--- config.mk ---
export PLATFORM = sky130hd
export DESIGN_NAME = prll_bs_drvr_fifo
export DESIGN_NICKNAME = d
export VERILOG_FILES = /design/src/rtl/prll_bs_drvr_fifo.sv
export SDC_FILE = /design/constraint.sdc
export NUM_CORES = 1
export LEC_CHECK = 0
export BUFFER_PORTS_ARGS = -buffer_cell sky130_fd_sc_hd__buf_2
export CAP_MARGIN = 10
export CORE_AREA = 2 2 296 298
export DETAILED_ROUTE_END_ITERATION = 10
export DIE_AREA = 0 0 298 300
export PLACE_DENSITY_LB_ADDON = 0.08
export SETUP_SLACK_MARGIN = 0.02
export SYNTH_ARGS = -nofsm -noshare
export SYNTH_HDL_FRONTEND = slang
export SYNTH_SLANG_ARGS = --single-unit
--- constraint.sdc ---
create_clock -name clk -period 25.2 [get_ports clk]
set_input_delay 6.3 -clock clk [delete_from_list [all_inputs] [get_ports clk]]
set_output_delay 6.3 -clock clk [all_outputs]
set_load 0.01 [all_outputs]
--- src/rtl/prll_bs_drvr_fifo.sv ---
// prll_bs_drvr_fifo: per-driver transmit FIFO feeding the parallel-bus arbiter.
// First-word-fall-through head (D_pop/pndng/pop), occupancy count, sticky
// overflow flag. Optional dropped-push counter behind PRLL_FIFO_DROP_CNT_EN;
// without the macro drop_cnt is tied to zero.
module prll_bs_drvr_fifo #(
  parameter int bits  = 32,
  parameter int depth = 16
) (
  input  logic                     clk,
  input  logic                     reset,
  input  logic                     push,
  input  logic [bits-1:0]          D_push,
  output logic                     full,
  output logic                     pndng,
  input  logic                     pop,
  output logic [bits-1:0]          D_pop,
  output logic [$clog2(depth):0]   count,
  output logic                     ovf,
  input  logic                     clr_ovf,
  output logic [15:0]              drop_cnt
);

  localparam int AW = $clog2(depth);
  localparam logic [AW-1:0] PTR_ONE = AW'(1);
  localparam logic [AW:0]   CNT_ONE = (AW+1)'(1);
  localparam logic [AW:0]   DEPTH_C = (AW+1)'(depth);

  logic [bits-1:0] mem_q [depth];
  logic [AW-1:0]   wr_ptr_q, wr_ptr_d;
  logic [AW-1:0]   rd_ptr_q, rd_ptr_d;
  logic [AW:0]     count_q,  count_d;
  logic            ovf_q,    ovf_d;
  logic            wr_en, pop_en, drop;

  // Flags come only from registered count, so no push/pop -> flag paths.
  assign full   = (count_q == DEPTH_C);
  assign pndng  = (count_q != '0);
  assign count  = count_q;
  assign ovf    = ovf_q;
  assign D_pop  = mem_q[rd_ptr_q];

  // A pop while full frees a slot in the same cycle, so the push still lands.
  assign pop_en = pop & pndng;
  assign wr_en  = push & (~full | pop_en);
  assign drop   = push & full & ~pop_en;

  // Next-state for pointers, occupancy and the sticky overflow flag.
  always_comb begin
    wr_ptr_d = wr_ptr_q;
    rd_ptr_d = rd_ptr_q;
    count_d  = count_q;
    ovf_d    = ovf_q;
    if (wr_en)  wr_ptr_d = wr_ptr_q + PTR_ONE;
    if (pop_en) rd_ptr_d = rd_ptr_q + PTR_ONE;
    case ({wr_en, pop_en})
      2'b10:   count_d = count_q + CNT_ONE;
      2'b01:   count_d = count_q - CNT_ONE;
      default: count_d = count_q;
    endcase
    // A drop in the same cycle as a clear keeps the flag set.
    if (drop)         ovf_d = 1'b1;
    else if (clr_ovf) ovf_d = 1'b0;
  end

  // Control state registers.
  always_ff @(posedge clk or posedge reset) begin
    if (reset) begin
      wr_ptr_q <= '0;
      rd_ptr_q <= '0;
      count_q  <= '0;
      ovf_q    <= 1'b0;
    end else begin
      wr_ptr_q <= wr_ptr_d;
      rd_ptr_q <= rd_ptr_d;
      count_q  <= count_d;
      ovf_q    <= ovf_d;
    end
  end

  // Storage array; cleared on reset so D_pop is never X.
  always_ff @(posedge clk or posedge reset) begin
    if (reset) begin
      for (int i = 0; i < depth; i++) mem_q[i] <= '0;
    end else if (wr_en) begin
      mem_q[wr_ptr_q] <= D_push;
    end
  end

`ifdef PRLL_FIFO_DROP_CNT_EN
  logic [15:0] drop_cnt_q, drop_cnt_d;

  // Saturating dropped-push counter; a clear that coincides with a drop loads 1.
  always_comb begin
    drop_cnt_d = drop_cnt_q;
    if (clr_ovf)                           drop_cnt_d = drop ? 16'h0001 : 16'h0000;
    else if (drop && drop_cnt_q != 16'hFFFF) drop_cnt_d = drop_cnt_q + 16'h0001;
  end

  // Drop counter register.
  always_ff @(posedge clk or posedge reset) begin
    if (reset) drop_cnt_q <= 16'h0000;
    else       drop_cnt_q <= drop_cnt_d;
  end

  assign drop_cnt = drop_cnt_q;
`else
  assign drop_cnt = 16'h0000;
`endif

endmodule

---- Yosys cells after proc, flatten, opt, wreduce, memory -nomap -nowiden ----
Index checks and enable logic that the tools add are counted.
storage, ports and cells
  RAM bits ................................ 0
  register bits after elaboration ......... 526
  latch bits .............................. 0
  memories kept ........................... 0
  ROM bits ................................ 0
cells by class
  shift-type cells ........................ 0
  magnitude comparators ................... 3
  reductions and logical operators ........ 4
  add/sub/neg operators ................... 4
  mux-type cells .......................... 9
  bitwise gates (word level) .............. 9
  equal/unequal tests ..................... 3
  multipliers ............................. 0
  divide/modulo/power cells ............... 0
operators by type and width
  operator                                                                      number
  512-bit bitwise mux                                                           1
  32-bit binary-select mux with 4-bit select                                    1
  32-bit demux with 4-bit select                                                1
  32-bit two-way mux                                                            3
  5-bit greater-or-equal comparator, second input constant                      2
  4-bit inverter with 5-bit output                                              2
  5-bit case mux with 2 select lines                                            1
  4-bit by 1-bit adder with 4-bit output, second input constant                 2
  5-bit by 1-bit adder with 5-bit output, second input constant                 1
  5-bit == test, second input constant                                          1
  5-bit by 1-bit less-than comparator with 1-bit output, second input constant  1
  5-bit nonzero test                                                            1
  5-bit by 1-bit subtractor with 5-bit output, second input constant            1
  1-bit bitwise AND                                                             4
  2-bit nonzero test                                                            2
  2-bit by 1-bit == test with 1-bit output, second input constant               1
  2-bit == test, second input constant                                          1
  1-bit two-way mux                                                             2
  1-bit inverter                                                                2
  1-bit logical AND                                                             1
  1-bit bitwise OR                                                              1

---- Depth between registers and ports, before layout ----
  depth after elaboration ................. 6
  depth in mapped cells ................... 11
  mapped depth without buffers ............ 10

---- Least setup slack after synthesis ----
OpenSTA, ideal clock, no wires.
  path type ............................... input-to-reg
  from .................................... in pop
  to ...................................... reg count_q[3], in the netlist count[3]
  cell stages on the path ................. 8
  library setup time ...................... 0.130 ns
  arrival time ............................ 8.162 ns
  setup slack ............................. 16.908 ns
  required time ........................... 25.070 ns
  path through ............................ or2b_2 or2_4 nand2_1 ha_1 or3b_2 o21ai_0 o21bai_1 xnor2_1
on the way
  cells in the longest elaborated chain, start to end .. 5
  elaborated cells between the ends (all ways) .. 7
  those cells by class .................... eq/ne (2); mux (1); bitwise (3); reduce/logical (1)
ends and longest elaborated chain
  element                                                                           RTL line  text
  start, declared                                                                   15        input logic pop,
  1-bit bitwise AND *                                                               43        assign pop_en = pop & pndng;
  1-bit bitwise OR                                                                  44        assign wr_en = push & (~full | pop_en);
  1-bit bitwise AND                                                                 44
  2-bit by 1-bit == test with 1-bit output / 2-bit == test (equally long branches)  55        case ({wr_en, pop_en})
  5-bit case mux with 2 select lines / 2-bit nonzero test (equally long branches)   n/a
  end signal, assigned                                                              75        count_q <= count_d;
  end, declared                                                                     31        logic [AW:0] count_q, count_d;
Mark *: on every way between the ends. The rest lies on a longest branch, timed or not.
A chain may end at the register's enable or synchronous reset.

---- Worst setup path in the final report ----
  from .................................... reg rd_ptr_q[0]
  to ...................................... out D_pop[12]
on the way
  cells in the longest elaborated chain, start to end .. 4
ends and longest elaborated chain
  element                                                 RTL line  text
  start, declared                                         30        logic [AW-1:0] rd_ptr_q, rd_ptr_d;
  start signal, assigned                                  74        rd_ptr_q <= rd_ptr_d;
  4-bit inverter with 5-bit output (not written as such)  40        assign D_pop = mem_q[rd_ptr_q];
  32-bit binary-select mux with 4-bit select              40
  32-bit two-way mux (not written as such) (2 in series)  40
  end, declared                                           16        output logic [bits-1:0] D_pop,
No other way between the ends. The select of a mux whose other input is x is not followed.

==> impl_results.html <==
<table>
<tr><th>Metric</th><th>Value</th></tr>
<tr><th colspan="2">Global routing</th></tr>
<tr><td>Tot GR Track Use</td><td>15.9%</td></tr>
<tr><td>Number of antenna violations at the first check in global routing</td><td>7</td></tr>
<tr><td>Global-route wire length before repair</td><td>105000 µm</td></tr>
<tr><td>Vias in the first global route</td><td>14500</td></tr>
<tr><td>Total congestion overflow</td><td>0</td></tr>
<tr><td>Largest net degree at the start of global routing</td><td>166</td></tr>
<tr><th colspan="2">Layout</th></tr>
<tr><td>Fraction of layout instances using a drive strength above 1</td><td>55.2%</td></tr>
<tr><td>Most frequent standard cell in the layout excluding fill and tap cells</td><td>dfrtp_1</td></tr>
<tr><td>Util after Layout</td><td>33.3%</td></tr>
<tr><td>Most frequent cells in the layout</td><td>dfrtp_1, mux2_4, mux2_2, mux4_2, buf_2</td></tr>
<tr><td>Number of nets in the layout</td><td>1584</td></tr>
<tr><td>Area growth from synthesis to layout</td><td>12.0%</td></tr>
<tr><th colspan="2">Worst setup path</th></tr>
<tr><td>CP Cell Sequence</td><td>buf_4 -&gt; buf_4 -&gt; mux4_2 -&gt; a22oi_1 -&gt; nand2_1 -&gt; buf_2</td></tr>
<tr><td>Master of the slowest instance on the critical path</td><td>buf_4</td></tr>
<tr><td>Register-to-register setup slack</td><td>22.23 ns</td></tr>
<tr><td>Critical path data required time</td><td>18.90 ns</td></tr>
<tr><td>End of the critical path</td><td>D_pop[12]</td></tr>
<tr><td>Worst reg2reg startpoint</td><td>count[2]$_DFFE_PP0P_</td></tr>
<tr><td>Worst Reg2Reg Path Length in Cells</td><td>5</td></tr>
<tr><td>Critical path's top delay family</td><td>buffers and inverters</td></tr>
<tr><td>Startpoint of the most critical setup path</td><td>rd_ptr_q[0]$_DFFE_PP0P_</td></tr>
<tr><td>Crit path buffers/inverters</td><td>3</td></tr>
<tr><td>Most common cell type on the critical path</td><td>buf_4</td></tr>
<tr><td>Data arrival, critical path</td><td>3.84 ns</td></tr>
<tr><td>Worst setup EP type</td><td>output port</td></tr>
<tr><td>Capture instance of the worst register-to-register path</td><td>mem_q[478]$_DFFE_PP0P_</td></tr>
<tr><td>Highest net fanout along the worst path</td><td>41</td></tr>
<tr><td>Category of the most critical setup path</td><td>register to output port</td></tr>
<tr><td>Logic depth of the worst setup path including buffers</td><td>6</td></tr>
<tr><td>Startpoint type of the worst setup path</td><td>register</td></tr>
<tr><td>Worst path max stage delay</td><td>0.76 ns</td></tr>
<tr><th colspan="2">Floorplanning</th></tr>
<tr><td>Count of pins on the block boundary</td><td>93</td></tr>
<tr><td>Overall die width</td><td>298 µm</td></tr>
<tr><td>Die ar.</td><td>89400 µm²</td></tr>
<tr><td>Starting Density</td><td>29.7%</td></tr>
<tr><td>Floorplan row count</td><td>108</td></tr>
<tr><td>Die outline height</td><td>300 µm</td></tr>
<tr><td>Core Box Area</td><td>86200 µm²</td></tr>
<tr><th colspan="2">Timing</th></tr>
<tr><td>Max-slew violations</td><td>0</td></tr>
<tr><td>Post-Route Skew</td><td>0.0229 ns</td></tr>
<tr><td>Final critical path time including I/O delays and setup</td><td>10.14 ns</td></tr>
<tr><td>Endpoints failing setup</td><td>0</td></tr>
<tr><td>RSZ-0062 raised after global routing</td><td>false</td></tr>
<tr><td>Timing-limited maximum frequency</td><td>98.6 MHz</td></tr>
<tr><td>Final Hold Vio Count</td><td>0</td></tr>
<tr><td>Final total negative setup slack</td><td>0 ns</td></tr>
<tr><td>Pin slew with the least headroom to its limit</td><td>1.06 ns</td></tr>
<tr><td>Share of the clock period used by the worst path after layout</td><td>40.2%</td></tr>
<tr><td>Remaining max-slew budget at the tightest pin</td><td>29.4%</td></tr>
<tr><th colspan="2">Synthesis</th></tr>
<tr><td>Share of Yosys cell area claimed by the top area cell type</td><td>51.4%</td></tr>
<tr><td>Warning count from the yosys run</td><td>0</td></tr>
<tr><td>Dominant cell type by area after synthesis</td><td>dfrtp_1</td></tr>
<tr><td>Synthesized cell area</td><td>25600 µm²</td></tr>
<tr><td>Distinct cell type count of the synthesized netlist</td><td>44</td></tr>
<tr><td>Sequential element share of the synthesized area</td><td>51.4%</td></tr>
<tr><td>Total of flip-flops plus latches after synthesis</td><td>526</td></tr>
<tr><td>Post-Syn Area per Cell</td><td>17.1 µm²</td></tr>
<tr><td>Syn Inst Count</td><td>1494</td></tr>
<tr><td>Leading post-synthesis cells by cell area</td><td>dfrtp_1, mux2_4, mux4_2, mux2_2, a22oi_1</td></tr>
<tr><th colspan="2">Pwr</th></tr>
<tr><td>Proportion of power drawn by flip-flops and latches</td><td>37.3%</td></tr>
<tr><td>Worst vdd rail ir drop</td><td>0.0572 mV</td></tr>
<tr><td>Portion of total power attributed to the clock network</td><td>23.3%</td></tr>
<tr><td>Net switching power</td><td>1.27 mW</td></tr>
<tr><td>Sw Ratio</td><td>31.7%</td></tr>
<tr><td>Leakage power figure</td><td>12.7 nW</td></tr>
<tr><td>Cell Pwr Density</td><td>140 nW/µm²</td></tr>
<tr><td>Pint</td><td>2.74 mW</td></tr>
<tr><td>Proportion of power drawn by combinational gates</td><td>39.4%</td></tr>
<tr><th colspan="2">Routing</th></tr>
<tr><td>Met2 layer wire length in the routed design</td><td>33500 µm</td></tr>
<tr><td>Antenna Violating Nets Remaining</td><td>0</td></tr>
<tr><td>Drt total wl</td><td>70200 µm</td></tr>
<tr><td>Number of iterations in the first detailed-routing pass</td><td>4</td></tr>
<tr><td>Drt drc</td><td>0</td></tr>
<tr><td>Met3 routed WL</td><td>2410 µm</td></tr>
<tr><td>Drt wl/cell</td><td>25.6 µm</td></tr>
<tr><td>Vias per cell</td><td>4.77</td></tr>
<tr><td>Vias post-DR</td><td>13100</td></tr>
<tr><td>Highest signal layer in the routed design</td><td>met4</td></tr>
<tr><td>Routed metal-1 wire length</td><td>33100 µm</td></tr>
<tr><td>Number of DRC markers after the initial detailed-route iteration</td><td>748</td></tr>
<tr><th colspan="2">Clock network</th></tr>
<tr><td>Source-to-sink clock delay at the later pin of the worst-skew pair</td><td>0.59 ns</td></tr>
<tr><td>Number of buffers on the longest clock path</td><td>3</td></tr>
<tr><td>Number of H-tree levels</td><td>3</td></tr>
<tr><td>Number of instances resized during post-cts repair</td><td>0</td></tr>
<tr><td>TritonCTS clock tree</td><td>done</td></tr>
<tr><td>Buffers inserted during post-CTS setup optimization</td><td>0</td></tr>
<tr><td>Clock tree root driver cell</td><td>clkbuf_16</td></tr>
<tr><td>Clock slew seen by the registers of the worst setup and hold paths</td><td>0.05 ns</td></tr>
<tr><td>Hold-fix buffers, CTS</td><td>0</td></tr>
<tr><td>Number of CTS-inserted buffers</td><td>67</td></tr>
<tr><td># clock sinks</td><td>526</td></tr>
<tr><th colspan="2">Job</th></tr>
<tr><td>Reported max-cap violation count</td><td>0</td></tr>
<tr><th colspan="2">Status</th></tr>
<tr><td>Run status</td><td>finished clean</td></tr>
<tr><th colspan="2">Placed design</th></tr>
<tr><td>Detailed Place HPWL</td><td>35700 µm</td></tr>
<tr><td>PortBufs</td><td>76</td></tr>
<tr><td>Placer congestion estimate</td><td>0.687</td></tr>
<tr><th colspan="2">Min path</th></tr>
<tr><td>Worst hold path class</td><td>register to register</td></tr>
<tr><td>Number of cells on the worst hold path</td><td>1</td></tr>
</table>
==> kinds of logic (layout without fill, tap and decap cells) <==
logic type                 after synthesis  in the layout  synth area share (%)
buffers and inverters                  148            225                  4.74
AOI/OAI and AO/OA                       75             75                  2.16
adders and majority gates                8              8                 0.391
muxes                                  643            643                  38.7
and+or+nand+nor                         81             81                  2.13
DFF                                    526            526                  51.4
other                                    1             17                0.0146
xor gates and xnor gates                12             12                 0.410
==> power groups by stage <==
stage	Clock [mW]	Sequential (mW)	Combinational, mW
floorplan	0	1.41	1.27
global placement	0	1.51	1.60
detailed placement	0	1.50	1.62
CTS	0.967	1.50	1.62
global route	1.00	1.55	1.70
finish	0.934	1.50	1.58
==> cell type report <==
type | count | area, µm²
clock buffers | 99 | 1950
repair buffers | 105 | 611
multi-input cells | 835 | 11300
diodes | 1 | 2.50
fillers | 8383 | 57500
well taps | 1155 | 1450
inverters | 4 | 22.5
flip-flops and latches | 526 | 13200
clock inverters | 17 | 153
==> stage by stage <==
stage / instances / area (µm²) / hold slack (ns) / setup slack (ns) / total power, mW
after floorplan: 1509 / 25700 / 0.459 / 4.20 / 2.68
after global placement: 2625 / 26600 / 0.480 / 15.51 / 3.10
after detailed placement: 2625 / 26600 / 0.479 / 15.52 / 3.12
after CTS: 2741 / 28700 / 0.491 / 14.88 / 4.09
after global routing: 2742 / 28700 / 0.506 / 14.73 / 4.26
final: 2742 / 28700 / 0.489 / 15.06 / 4.01
==> flip-flops by register name, summed over array words and instances (netlist names) <==
| name | count |
|---|---|
| rd_ptr_q | 4 |
| count | 5 |
| mem_q | 512 |
| wr_ptr_q | 4 |
| ovf | 1 |
==> cell usage after synthesis <==
master and n:
o21bai_1 1, a22oi_1 64, inv_1 4, dlygate4sd1_1 31
mux2_2 183, nand3_4 1, or2b_2 2, or4_4 1
nor3b_1 1, nand4_1 2, mux2_1 2, buf_6 34
clkbuf_2 1, nor2_4 1, or2_4 1, buf_12 10
nor2b_1 2, dfrtp_1 526, a31oi_1 1, nor4_1 1
nand2_1 39, o21ai_4 1, xor2_1 5, o21ai_0 5
nand3_1 1, buf_2 16, nor2_1 9, nor3_1 1
mux4_2 128, buf_4 17, clkbuf_1 27, nand4_4 3
ha_1 8, buf_1 8, o21a_1 1, and2_1 3
nand2b_1 2, or3b_2 1, a21oi_1 2, nor3_4 8
nand3b_1 2, xnor2_1 7, conb_1 1, mux2_4 330
==> worst min-delay path by stage <==
stage / end / slack (ns) / from
2_1_floorplan: mem_q[408]$_DFFE_PP0P_ / 0.46 / mem_q[408]$_DFFE_PP0P_
3_3_place_gp: mem_q[412]$_DFFE_PP0P_ / 0.48 / mem_q[412]$_DFFE_PP0P_
3_5_place_dp: mem_q[412]$_DFFE_PP0P_ / 0.48 / mem_q[412]$_DFFE_PP0P_
4_1_cts: mem_q[412]$_DFFE_PP0P_ / 0.49 / mem_q[412]$_DFFE_PP0P_
5_1_grt: mem_q[400]$_DFFE_PP0P_ / 0.51 / mem_q[400]$_DFFE_PP0P_
6_report: mem_q[412]$_DFFE_PP0P_ / 0.49 / mem_q[412]$_DFFE_PP0P_
==> metal layers <==
| layer | vias to the layer above | global-route usage, % |
|---|---|---|
| met5 | - | 0 |
| met4 | 0 | 3.90 |
| met3 | 90 | 2.41 |
| met2 | 207 | 25.9 |
| met1 | 7192 | 22.3 |
| li1 | 5597 | - |
(Power assumes the default switching activity.)
